[config.mk]
export PLATFORM = sky130hd
export DESIGN_NAME = audio_sample_sink
export DESIGN_NICKNAME = d
export VERILOG_FILES = /design/src/rtl/audio_sample_sink.sv
export SDC_FILE = /design/constraint.sdc
export NUM_CORES = 1
export LEC_CHECK = 0
export ABC_AREA = 1
export ABC_CLOCK_PERIOD_IN_PS = 2500
export BUFFER_PORTS_ARGS = -buffer_cell sky130_fd_sc_hd__buf_4
export CAP_MARGIN = 25
export CELL_PAD_IN_SITES_DETAIL_PLACEMENT = 1
export CELL_PAD_IN_SITES_GLOBAL_PLACEMENT = 1
export CORE_ASPECT_RATIO = 1.5
export CORE_UTILIZATION = 35
export CTS_CLUSTER_DIAMETER = 150
export DETAILED_ROUTE_END_ITERATION = 10
export GPL_ROUTABILITY_DRIVEN = 1
export GPL_TIMING_DRIVEN = 0
export PLACE_DENSITY_LB_ADDON = 0.3
export SLEW_MARGIN = 10
export SYNTH_ARGS = -nofsm -noshare
export SYNTH_HDL_FRONTEND = slang
export SYNTH_SLANG_ARGS = --single-unit
[constraint.sdc]
create_clock -name clk -period 2.5 [get_ports clk]
set_input_delay 0.125 -clock clk [delete_from_list [all_inputs] [get_ports clk]]
set_output_delay 0.125 -clock clk [all_outputs]
set_load 0.005 [all_outputs]
[src/rtl/audio_sample_sink.sv]
// rtl/audio_sample_sink.sv - sample-rate strobe generator with FWFT capture FIFO
module audio_sample_sink #(
    parameter int CLOCK_RATE  = 48000000,
    parameter int SAMPLE_RATE = 48000,
    parameter int FIFO_DEPTH  = 8
) (
    input  logic                              clk,
    input  logic                              reset,
    input  logic                              run,
    output logic                              audio_clk_en,
    input  logic signed [15:0]                sample_in,
    output logic signed [15:0]                sample_out,
    output logic                              sample_valid,
    input  logic                              sample_ready,
    output logic [$clog2(FIFO_DEPTH):0]       fifo_level,
    output logic                              overflow,
    input  logic                              clear_overflow
);

    // Accumulator width holds any value below CLOCK_RATE; the sum gets one
    // extra bit so acc + SAMPLE_RATE can never wrap before the compare.
    localparam int AW = $clog2(CLOCK_RATE) + 1;
    localparam int SW = AW + 1;
    localparam int PW = $clog2(FIFO_DEPTH);
    localparam int LW = PW + 1;

    localparam logic [SW-1:0] SR   = SW'(SAMPLE_RATE);
    localparam logic [SW-1:0] CR   = SW'(CLOCK_RATE);
    localparam logic [LW-1:0] FULL = LW'(FIFO_DEPTH);

    logic [AW-1:0]        acc;
    logic [SW-1:0]        acc_sum;
    logic [AW-1:0]        acc_next;
    logic                 strobe_next;
    logic                 cap_pending;

    logic signed [15:0]   mem [FIFO_DEPTH];
    logic [PW-1:0]        wr_ptr;
    logic [PW-1:0]        rd_ptr;
    logic                 fifo_full;
    logic                 write_req;
    logic                 pop;
    logic                 do_write;
    logic                 drop;

    // Phase accumulator step: wrap past CLOCK_RATE produces a strobe and
    // keeps the remainder, so the long-run rate is exact.
    always_comb begin
        acc_sum     = {1'b0, acc} + SR;
        acc_next    = acc_sum[AW-1:0];
        strobe_next = 1'b0;
        if (acc_sum >= CR) begin
            acc_next    = AW'(acc_sum - CR);
            strobe_next = 1'b1;
        end
    end

    // Accumulator, registered strobe and the capture-pending flag that marks
    // the cycle in which sample_in is valid.
    always_ff @(posedge clk or posedge reset) begin
        if (reset) begin
            acc          <= '0;
            audio_clk_en <= 1'b0;
            cap_pending  <= 1'b0;
        end else if (run) begin
            acc          <= acc_next;
            audio_clk_en <= strobe_next;
            cap_pending  <= audio_clk_en;
        end else begin
            acc          <= '0;
            audio_clk_en <= 1'b0;
            cap_pending  <= 1'b0;
        end
    end

    // FIFO control: a write into a full FIFO only lands if a pop frees the
    // slot on the same edge; otherwise the sample is dropped.
    always_comb begin
        fifo_full    = (fifo_level == FULL);
        sample_valid = (fifo_level != '0);
        pop          = sample_valid && sample_ready;
        write_req    = cap_pending && run;
        do_write     = write_req && (!fifo_full || pop);
        drop         = write_req && fifo_full && !pop;
        sample_out   = sample_valid ? mem[rd_ptr] : 16'sd0;
    end

    // Sample storage; contents need no reset because sample_out is gated by level.
    always_ff @(posedge clk) begin
        if (do_write) begin
            mem[wr_ptr] <= sample_in;
        end
    end

    // Pointers and occupancy; pointers wrap naturally at the power-of-two depth.
    always_ff @(posedge clk or posedge reset) begin
        if (reset) begin
            wr_ptr     <= '0;
            rd_ptr     <= '0;
            fifo_level <= '0;
        end else begin
            if (do_write) begin
                wr_ptr <= wr_ptr + PW'(1);
            end
            if (pop) begin
                rd_ptr <= rd_ptr + PW'(1);
            end
            if (do_write && !pop) begin
                fifo_level <= fifo_level + LW'(1);
            end else if (pop && !do_write) begin
                fifo_level <= fifo_level - LW'(1);
            end
        end
    end

    // Sticky drop flag; a drop in the same cycle as a clear keeps it set.
    always_ff @(posedge clk or posedge reset) begin
        if (reset) begin
            overflow <= 1'b0;
        end else if (drop) begin
            overflow <= 1'b1;
        end else if (clear_overflow) begin
            overflow <= 1'b0;
        end
    end

endmodule

==> impl_summary.txt <==
----------------------------------------------------
[Logic synthesis]
  Cell variety after synth ... 36
  Number of warnings printed during yosys synthesis ... 0
  Nets in the synthesized netlist ... 841
  Proportion of synthesized chip area in sequential cells ... 0.6049
  Top cells by area in the synthesized netlist ... edfxtp_1 (50%), dfrtp_1 (11%), nor2_1 (8.0%)
  Post-synthesis instance area ... 7720 µm²
  Leading area contributor after synthesis ... edfxtp_1
  Seq cells post-synth ... 161
  Mean instance size in the synthesized netlist ... 9.507 µm²
  Yosys top cell area share ... 0.4979
  Number of standard cells after synthesis ... 812

[Critical path]
  Cell family with the largest share of critical-path delay ... simple AND/OR/NAND/NOR gates
  CP required ... 2.81 ns
  Critical R2R Launch ... acc[8]
  Worst Setup End Kind ... flip-flop
  Endpoint of the lowest-slack register-to-register path ... acc[11]
  Path type of the worst setup path ... flip-flop to flip-flop
  Length in cells of the worst reg-to-reg path ... 18
  Endpoint arrival time on the critical path ... 2.80 ns
  Crit-path max cell delay ... 0.40 ns
  Largest fanout of any net on the critical path ... 6
  Bufs and invs on worst path ... 3
  Cell with the biggest individual delay on the critical path ... dfrtp_1
  FF-to-FF setup slack ... 0.01 ns
  CP Cell Sequence ... inv_2, ha_4, nand2_4, nand2_4, nand2_2, nand2_2, inv_2, ha_4, nand3b_1, nand2_2, nand2_4, nor2_4, nor2_4, nand3_4, nand2_8, clkbuf_16, o21ai_1, nor2_1
  Startpoint kind of the worst setup timing path ... flip-flop

[Worst hold path]
  Endpoint of the worst hold-timing path ... acc[26]
  Type of the worst min-delay path ... input pin to flip-flop
  Worst hold path cell count ... 3
  Min-Delay Startpoint ... run

[Pwr]
  Ratio of total power to cell area ... 941.7 nW/µm²
  Leakage power ... 3.862 nW
  Max IR drop VDD ... 0.5659 mV

[Final layout]
  Layout cell share with drive strength beyond 1 ... 0.2281
  Antenna cells ... 0
  Post-route core utilization ... 0.4511
  Area occupied by multi-input gates ... 2890 µm²
  Most frequent standard cell in the layout excluding fill and tap cells ... nor2_1
  Leading cell types in the layout, fill and taps excluded ... nor2_1 (149), edfxtp_1 (128), nand2_1 (124)
  Final net count ... 950
  Syn-to-layout area delta ... 26.42%
  Layout fillers ... 2475
  Storage element area ... 4674 µm²

[Clock tree]
  TritonCTS clock tree ... done
  Root Buffer Master ... clkbuf_16
  Htree depth ... 4
  Worst-Skew Late Latency ... 0.42 ns
  Worst-path clk slew ... 0.06 ns
  Number of buffers on the longest clock path ... 2
  Clock buffers created by TritonCTS ... 17
  Sink Count ... 161

[STA]
  Total negative setup slack ... 0 ns
  Endpoints failing hold ... 0
  Final Skew ... 0.007591 ns
  Smallest setup slack after layout ... 0.01306 ns
  Worst-case hold slack ... 0.04462 ns
  Worst slew margin relative to its limit ... 0.4755
  Setup violations, final ... 0
  Highest achievable clock rate ... 402.1 MHz
  Final max-slew violation count ... 0
  Fin crit period ... 2.487 ns
  Slew of the pin with the lowest slew margin ... 0.7856 ns
  Final worst-path cycle share ... 0.9948
  RSZ-0062 raised after global routing ... true

[Floorplanning]
  Core Region ... 21640 µm²
  Die H ... 183.9 µm
  Horiz. Die Dim ... 123.3 µm
  Num rows ... 66
  Io pins ... 44
  Effective utilization at floorplan ... 0.3568
  Die ar. ... 22670 µm²

[Placement]
  Placer congestion estimate ... 0.8058
  # port buffers ... 43
  DP HPWL ... 16120 µm
  Pre-CTS worst setup slack ... -0.2183 ns

[Flow run]
  Number of max-capacitance violations reported ... 0

[Route]
  WL final ... 22750 µm
  Drt via density ... 5.116
  Total DRC errors in the routed layout ... 0
  Average wire length per cell after detail routing ... 18.86 µm
  Number of nets still failing antenna checks after routing ... 0
  Detailed Routing Iterations Pass 1 ... 5
  Iteration-0 DRC count of the detailed router ... 289
  Vias ... 6170

[Status]
  Status ... finished clean

[Global routing]
  Via count of the first global-routing pass ... 6499
  Antenna violations before repair ... 0
  Largest net degree at the start of global routing ... 34
  Total global routing overflow ... 0
  Global Route Usage Sum ... 0.2113
  Global-route wire length before repair ... 34850 µm

----------------------------------------------------
==> report_power, final <==
group / internal (W) / switching (W)
clock network: 0.00167 / 0.000990
logic: 0.00130 / 0.00211
registers: 0.00299 / 0.000123
==> how the worst max path moves through the flow <==
stage,startpoint,end,slack [ns],depth (start not counted)
finish,acc[8],acc[11],0.01,18
global route,acc[8],acc[13],-0.1,18
floorplan,acc[7],acc[17],0.24,18
CTS,rd_ptr[0],sample_out[3],0.01,7
global placement,fifo_level[0],mem[0][6],-0.58,7
detailed placement,acc[7],acc[20],-0.22,18
==> synthesized netlist by cell type <==
| master | instances |
|---|---|
| o21ai_0 | 86 |
| edfxtp_1 | 128 |
| a21oi_2 | 2 |
| o22ai_1 | 17 |
| buf_6 | 2 |
| nand2_4 | 1 |
| xnor2_1 | 2 |
| a21oi_4 | 1 |
| a22oi_1 | 2 |
| nand3_1 | 42 |
| nor3_1 | 4 |
| a21oi_1 | 7 |
| or2_2 | 2 |
| nand3_4 | 1 |
| nand2_2 | 16 |
| xor2_1 | 8 |
| inv_2 | 9 |
| nand3b_1 | 6 |
| dfrtp_1 | 33 |
| nand4_1 | 4 |
| o21ai_1 | 13 |
| inv_1 | 59 |
| nor2_4 | 4 |
| buf_1 | 2 |
| nor2_2 | 4 |
| a31oi_1 | 16 |
| a21o_1 | 1 |
| nor4_1 | 1 |
| nand2_1 | 140 |
| clkinv_1 | 2 |
| fa_1 | 1 |
| buf_4 | 1 |
| nor2_1 | 164 |
| ha_1 | 7 |
| nand3_2 | 2 |
| clkbuf_1 | 22 |
==> registers in the layout, summed over array words and instances (netlist names) <==
register      count
mem             128
acc              20
fifo_level        4
rd_ptr            3
wr_ptr            3
audio_clk_en      1
cap_pending       1
overflow          1
==> area by class of cell <==
type                       instances  share of cell area
timing repair buffer              90             0.08487
inverter                          70             0.02782
multi-input combinational        554              0.2962
tap                              272             0.03487
clock inverter                     6             0.01064
buffer                            27             0.01551
sequential                       161              0.4790
clock buffer                      26             0.05115
==> routing by layer <==
layer | vias up | GRT usage | part of all wire
met4 | 0 | 0.1084 | 0.032
met2 | 105 | 0.4118 | 0.58
li1 | 2978 | - | -
met1 | 3053 | 0.2116 | 0.37
met5 | - | 0 | 0
met3 | 34 | 0.02699 | 0.022
==> worst register-to-register path: cells and delay by family (launching register included) <==
| family | cells | cell delay (ns) |
|---|---|---|
| simple gates | 12 | 1.20 |
| flops | 1 | 0.40 |
| buf+inv | 3 | 0.33 |
| fa+ha+maj | 2 | 0.31 |
| compound gates | 1 | 0.14 |
==> cells by family (layout without fill, tap and decap cells) <==
logic type | after synthesis | count (layout) | share of synthesized area
xor gates and xnor gates | 10 | 10 | 0.01135
buffers and inverters | 97 | 219 | 0.04960
DFF | 161 | 161 | 0.6049
adders and majority gates | 8 | 8 | 0.01394
AOI/OAI and AO/OA | 145 | 145 | 0.1028
and+or+nand+nor | 391 | 391 | 0.2175
==> metrics by stage <==
| stage | instance area [µm²] | total power, W | cells |
|---|---|---|---|
| after floorplan | 7720 | 0.004928 | 812 |
| after global placement | 8383 | 0.006246 | 1127 |
| after detailed placement | 8536 | 0.006300 | 1135 |
| after CTS | 9435 | 0.009100 | 1193 |
| after global routing | 9759 | 0.009754 | 1206 |
| final | 9759 | 0.009191 | 1206 |
==> repair_timing <==
| action | in CTS | in global routing |
|---|---|---|
| endpoints found under the setup margin | 35 | 33 |
| buffers inserted | 8 | 11 |
| resized for setup | 24 | 64 |
| hold endpoints to repair | 162 | 0 |
| gates cloned | 0 | 2 |
| hold buffers | 18 | 0 |
| pin swaps | 4 | 18 |
No activity file was read; power rests on OpenSTA's default activity.
